$ cat src/rtl/mem_seq.sv
// BRAM read sequencer: linear full-image reads (mode 1) or 3-row window reads (mode 2),
// streamed through a 2-entry output FIFO with a valid/ready handshake.
module mem_seq #(
  parameter int unsigned MAX_ROW = 540,
  parameter int unsigned MAX_COL = 540,
  parameter int unsigned ADDR_W  = 19,
  parameter int unsigned DATA_W  = 8
) (
  input  logic              clk,
  input  logic              rst,
  input  logic              mode1_run_i,
  input  logic              fetch_run_i,
  input  logic              is_mode2_i,
  input  logic [19:0]       cnt_len_i,
  output logic              bram_en_o,
  output logic [ADDR_W-1:0] bram_addr_o,
  input  logic [DATA_W-1:0] bram_rdata_i,
  output logic              out_valid_o,
  output logic [DATA_W-1:0] out_data_o,
  input  logic              out_ready_i,
  output logic              mode1_done_o,
  output logic              fetch_done_o,
  output logic [9:0]        cnt_img_row_o
);

  localparam int unsigned LEN_W = 20;
  localparam int unsigned ROW_W = 10;
  localparam logic [ROW_W-1:0]  ROW_SAT  = ROW_W'(MAX_ROW - 3);
  localparam logic [ADDR_W-1:0] COL_STEP = ADDR_W'(MAX_COL);

  typedef enum logic [1:0] {S_IDLE, S_READ, S_DRAIN, S_DONE} state_t;

  state_t              state_q;
  logic                mode2_q;
  logic [LEN_W-1:0]    len_q;
  logic [LEN_W-1:0]    issued_q;
  logic [ADDR_W-1:0]   base_q;
  logic [ADDR_W-1:0]   rowbase_q;
  logic [ROW_W-1:0]    row_q;
  logic                first_q;
  logic                inflight_q;
  logic [DATA_W-1:0]   fifo_q [2];
  logic                wr_ptr_q;
  logic                rd_ptr_q;
  logic [1:0]          count_q;
  logic                done1_q;
  logic                done2_q;

  logic                pop_d;
  logic [2:0]          occ_d;
  logic                issue_d;
  logic                last_d;
  logic                drained_d;
  logic [ROW_W-1:0]    row_d;
  logic [ADDR_W-1:0]   rowbase_d;

  // Occupancy counts the pop happening this cycle so a steady stream issues one read per cycle.
  always_comb begin
    pop_d     = (count_q != 2'd0) && out_ready_i;
    occ_d     = 3'(count_q) - 3'(pop_d) + 3'(inflight_q);
    issue_d   = (state_q == S_READ) && (issued_q < len_q) && (occ_d < 3'd2);
    last_d    = issue_d && (issued_q == len_q - LEN_W'(1));
    drained_d = !inflight_q && ((count_q == 2'd0) || ((count_q == 2'd1) && pop_d));
  end

  // Window row for the next fetch; base advances by one row of pixels at a time.
  always_comb begin
    row_d     = '0;
    rowbase_d = '0;
    if (is_mode2_i && !first_q) begin
      if (row_q < ROW_SAT) begin
        row_d     = row_q + ROW_W'(1);
        rowbase_d = rowbase_q + COL_STEP;
      end else begin
        row_d     = row_q;
        rowbase_d = rowbase_q;
      end
    end
  end

  always_ff @(posedge clk or posedge rst) begin
    if (rst) begin
      state_q    <= S_IDLE;
      mode2_q    <= 1'b0;
      len_q      <= '0;
      issued_q   <= '0;
      base_q     <= '0;
      rowbase_q  <= '0;
      row_q      <= '0;
      first_q    <= 1'b1;
      inflight_q <= 1'b0;
      fifo_q[0]  <= '0;
      fifo_q[1]  <= '0;
      wr_ptr_q   <= 1'b0;
      rd_ptr_q   <= 1'b0;
      count_q    <= '0;
      done1_q    <= 1'b0;
      done2_q    <= 1'b0;
    end else begin
      done1_q    <= 1'b0;
      done2_q    <= 1'b0;
      inflight_q <= issue_d;
      if (issue_d) issued_q <= issued_q + LEN_W'(1);

      if (inflight_q) begin
        fifo_q[wr_ptr_q] <= bram_rdata_i;
        wr_ptr_q         <= ~wr_ptr_q;
      end
      if (pop_d) rd_ptr_q <= ~rd_ptr_q;
      count_q <= count_q + 2'(inflight_q) - 2'(pop_d);

      if (!is_mode2_i) begin
        row_q     <= '0;
        rowbase_q <= '0;
        first_q   <= 1'b1;
      end

      case (state_q)
        S_IDLE: begin
          if (mode1_run_i) begin
            mode2_q  <= 1'b0;
            len_q    <= cnt_len_i;
            base_q   <= '0;
            issued_q <= '0;
            state_q  <= (cnt_len_i == '0) ? S_DONE : S_READ;
          end else if (fetch_run_i) begin
            mode2_q   <= 1'b1;
            len_q     <= cnt_len_i;
            base_q    <= rowbase_d;
            row_q     <= row_d;
            rowbase_q <= rowbase_d;
            first_q   <= !is_mode2_i;
            issued_q  <= '0;
            state_q   <= (cnt_len_i == '0) ? S_DONE : S_READ;
          end
        end
        S_READ: begin
          if (last_d) state_q <= S_DRAIN;
        end
        S_DRAIN: begin
          if (drained_d) state_q <= S_DONE;
        end
        S_DONE: begin
          done1_q <= ~mode2_q;
          done2_q <= mode2_q;
          state_q <= S_IDLE;
        end
      endcase
    end
  end

  assign bram_en_o     = issue_d;
  assign bram_addr_o   = issue_d ? (base_q + ADDR_W'(issued_q)) : '0;
  assign out_valid_o   = (count_q != 2'd0);
  assign out_data_o    = out_valid_o ? fifo_q[rd_ptr_q] : '0;
  assign mode1_done_o  = done1_q;
  assign fetch_done_o  = done2_q;
  assign cnt_img_row_o = row_q;

endmodule

$ cat config.mk
export PLATFORM = sky130hd
export DESIGN_NAME = mem_seq
export DESIGN_NICKNAME = d
export VERILOG_FILES = /design/src/rtl/mem_seq.sv
export SDC_FILE = /design/constraint.sdc
export NUM_CORES = 1
export LEC_CHECK = 0
export BUFFER_PORTS_ARGS = -buffer_cell sky130_fd_sc_hd__buf_2
export CAP_MARGIN = 20
export CORE_MARGIN = 4
export CORE_UTILIZATION = 45
export CTS_BUF_LIST = sky130_fd_sc_hd__clkbuf_4 sky130_fd_sc_hd__clkbuf_8
export CTS_CLUSTER_DIAMETER = 150
export DETAILED_ROUTE_END_ITERATION = 10
export GPL_TIMING_DRIVEN = 0
export PLACE_DENSITY = 0.64
export SETUP_SLACK_MARGIN = 0.5
export SYNTH_ARGS = -nofsm -noshare
export SYNTH_HDL_FRONTEND = slang
export SYNTH_SLANG_ARGS = --single-unit
$ cat constraint.sdc
create_clock -name clk -period 6.12 [get_ports clk]
set_input_delay 0.612 -clock clk [delete_from_list [all_inputs] [get_ports clk]]
set_output_delay 0.612 -clock clk [all_outputs]
set_load 0.01 [all_outputs]
==> flow_metrics.py <==
metrics = {
    "clock_tree": {
        "insertion_delay_ns": 0.44,
        "cts_num_sinks": 115,
        "post_cts_buffers": 0,
        "clock-root-buffer": "clkbuf_8",
        "cts_hold_buffers": 0,
        "htreeDepth": 4,
        "cts_max_path_buffers": 2,
        "cts_repair_resize_count": 0,
        "cts_made_buffers": 17,
        "clk_pin_slew_ns": 0.07,
        "cts_tree": "built",
    },
    "logic_synthesis": {
        "synth_area_leader_cell": "dfrtp_1",
        "ys_ff_latch": 115,
        "synth_edf_count": 0,
        "async_reset_ff_share_pct": 100,
        "yosysSeqAreaShare_pct": 38.4,
        "syn_inst": 838,
        "yosysMostFrequentCell": "dfrtp_1",
        "yosys-top-cells-area": "dfrtp_1, ha_1, o21ai_0, nand2_1, xnor2_1",
        "syn-num-nets": 923,
        "synth_area_per_cell_um2": 8.95,
        "ys.warnings.count": 0,
        "synth_common_cells": "dfrtp_1, nand2_1, nor2_1",
        "synth_cell_type_count": 69,
        "synth_top_area_share_pct": 38.1,
        "synth_top_flop_cell": "dfrtp_1",
        "synth_area_um2": 7500,
    },
    "route": {
        "drtPass1Iterations": 5,
        "num_vias": 6178,
        "via_per_inst": 5.32,
        "route.detailed.drc": 0,
        "first_iter_violations": 214,
        "antenna_left": 0,
        "drt-total-wl_mm": 17.3,
        "wl_per_cell_um": 14.9,
    },
    "worst_setup_path": {
        "crit_buf_inv": 5,
        "cp_slowest_cell": "or4b_1",
        "cpPeakStageDelay_ns": 0.58,
        "path_class": "flip-flop to primary output",
        "start_kind": "flip-flop",
        "cp_top_family": "simple AND/OR/NAND/NOR gates",
        "cp-end-kind": "primary output",
        "cp.arrival_ns": 4.58,
        "required_ns": 5.51,
        "crit_chain": "nor2_1 > nor2b_1 > ha_1 > inv_1 > ha_1 > inv_1 > fa_1 > xnor2_1 > nand4b_1 > or4b_1 > nor3_2 > nor2_4 > inv_2 > buf_2 > nand2_1 > a21oi_1 > buf_2",
        "critPathMaxFanout": 11,
    },
    "final_layout": {
        "num-nets-final": 1017,
        "instances_no_fill": 1161,
        "drive_gt1_share_pct": 16.3,
        "area_delta_synth_final_pct": 15.0,
        "antenna_cells": 0,
    },
    "grt": {
        "antenna_found_initial": 1,
        "grt_first_pass_wirelength_mm": 28.6,
        "grt_usage_pct": 19.2,
        "grt_pass1_vias": 5884,
        "overflow": 0,
        "grt_max_degree": 62,
    },
    "placement": {
        "dpl.cell_count": 1129,
        "hpwl_mm": 13.4,
        "numPortBuffers": 74,
        "gp_congestion": 0.888,
    },
    "pwr": {
        "p_per_area_nw_per_um2": 362,
        "power_leakage_nw": 4.10,
        "peakVddDrop_mv": 0.187,
        "power_mw": 3.12,
    },
    "run_status": {
        "status": "complete, no violations",
    },
    "sta": {
        "rsz0062_at_grt": "no",
        "drv_slew": 0,
        "setup_violations": 0,
        "clock_skew_ns": 0.0104,
        "period_minus_slack_ns": 5.19,
        "hold_viol_final": 0,
        "relSlewSlack_pct": 33.2,
        "worst_pin_slew_ns": 0.996,
        "clock.fmax_mhz": 193,
        "period_share_pct": 84.8,
        "fin_tns_setup_ns": 0,
    },
    "floorplan": {
        "die_h_um": 137,
        "start_util_pct": 46.5,
        "num_rows": 46,
        "core_area_um2": 16100,
        "die_w_um": 137,
        "io-pin-count": 75,
        "dieArea_um2": 18800,
    },
    "flow_run": {
        "cap_violations": 0,
    },
    "min_path": {
        "hold_class": "input pin to async pin",
    },
}
## cell usage in the layout (no fill, tap or decap), types with 5 or more instances in the layout
cell type and n:
or3_1 6, bufinv_16 5, mux2_2 16, clkinv_2 5, and3_1 19, buf_2 81
clkbuf_1 22, and2_1 12, o31ai_1 5, nor2_1 74, o21ai_1 22, nand2_1 92
nor2b_1 6, a31oi_1 8, a21oi_1 40, xnor2_1 35, nand4_1 24, a211oi_1 5
mux2i_1 10, inv_1 42, nor4_1 5, nand3_1 16, o21ai_0 71, dfrtp_1 114
xor2_1 35, a21o_1 17, nor3_1 12, clkbuf_8 18, ha_1 49
## power by group
part / total [mW] / internal, mW / switching [mW] / leakage [nW]
clock network: 0.806 / 0.505 / 0.301 / 0.234
registers: 1.09 / 0.923 / 0.163 / 1.51
logic: 1.23 / 0.486 / 0.743 / 2.35
## worst paths after layout
path / from / to / slack [ns] / cells past startpoint
min in group clk: is_mode2_i / first_q$_DFF_PP1_ / 0.35 / 2
worst min register to register: first_q$_DFF_PP1_ / first_q$_DFF_PP1_ / 0.48 / 2
worst max-delay path: count_q[1]$_DFF_PP0_ / bram_addr_o[15] / 0.93 / 17
worst max register to register: count_q[1]$_DFF_PP0_ / issued_q[11]$_DFF_PP0_ / 1.91 / 17
max in group asynchronous: rst / len_q[1]$_DFFE_PP0P_ / 5.25 / 3
worst min-delay path: rst / fifo_q[8]$_DFFE_PP0P_ / 0.21 / 2
## stage by stage
stage | setup slack (ns) | utilization [%] | hold slack [ns] | instance area [um^2]
2_1_floorplan | 2.00 | - | 0.418 | 7500
6_report | 0.929 | 53.5 | 0.206 | 8620
3_3_place_gp | 1.06 | 50.5 | 0.465 | 8140
5_1_grt | 0.509 | 53.5 | 0.232 | 8620
3_5_place_dp | 1.35 | 50.7 | 0.469 | 8170
4_1_cts | 0.835 | 53.5 | 0.212 | 8620
## layout make-up
cell class                 count  area [um^2]
clock inverter                11          183
fill                        1580         7490
inverter                      44          170
buffer                        31          140
tap                          216          270
timing repair buffer          75          398
clock buffer                  21          270
sequential                   115         2880
multi-input combinational    648         4310
## worst register-to-register path: stages (launching register included)
cell	delay [ns]
dfrtp_1	0.44
nor2_1	0.56
nor2b_1	0.17
ha_1	0.31
inv_1	0.05
ha_1	0.13
inv_1	0.05
fa_1	0.38
xnor2_1	0.16
nand4b_1	0.16
or4b_1	0.58
nor3_2	0.20
nor2_4	0.14
inv_2	0.15
buf_2	0.23
nand4_1	0.14
xnor2_1	0.18
nor2_1	0.05
## per-layer routing
metal	GRT usage [%]	wire, um
met1	24.7	7820
met3	3.79	707
met5	0	0
met2	32.4	8390
met4	6.76	352
## registers in the layout, summed over array words and instances, names as in the netlist
register       cells
issued_q          20
mode1_done_o       1
wr_ptr_q           1
rd_ptr_q           1
rowbase_q         19
first_q            1
base_q            19
len_q             20
inflight_q         1
fifo_q            16
fetch_done_o       1
mode2_q            1
cnt_img_row_o     10
count_q            2
state_q            2
## logic make-up (layout without fill, tap and decap cells)
group	after synthesis	count (layout)	share of synthesized area, %
buf+inv	75	182	4.07
xor+xnor	70	70	8.18
flops	115	115	38.4
fa+ha+maj	51	51	8.71
compound gates	201	201	16.3
simple gates	300	300	20.6
mux	26	26	3.74
Note: power is estimated with default switching activity, not from simulation.
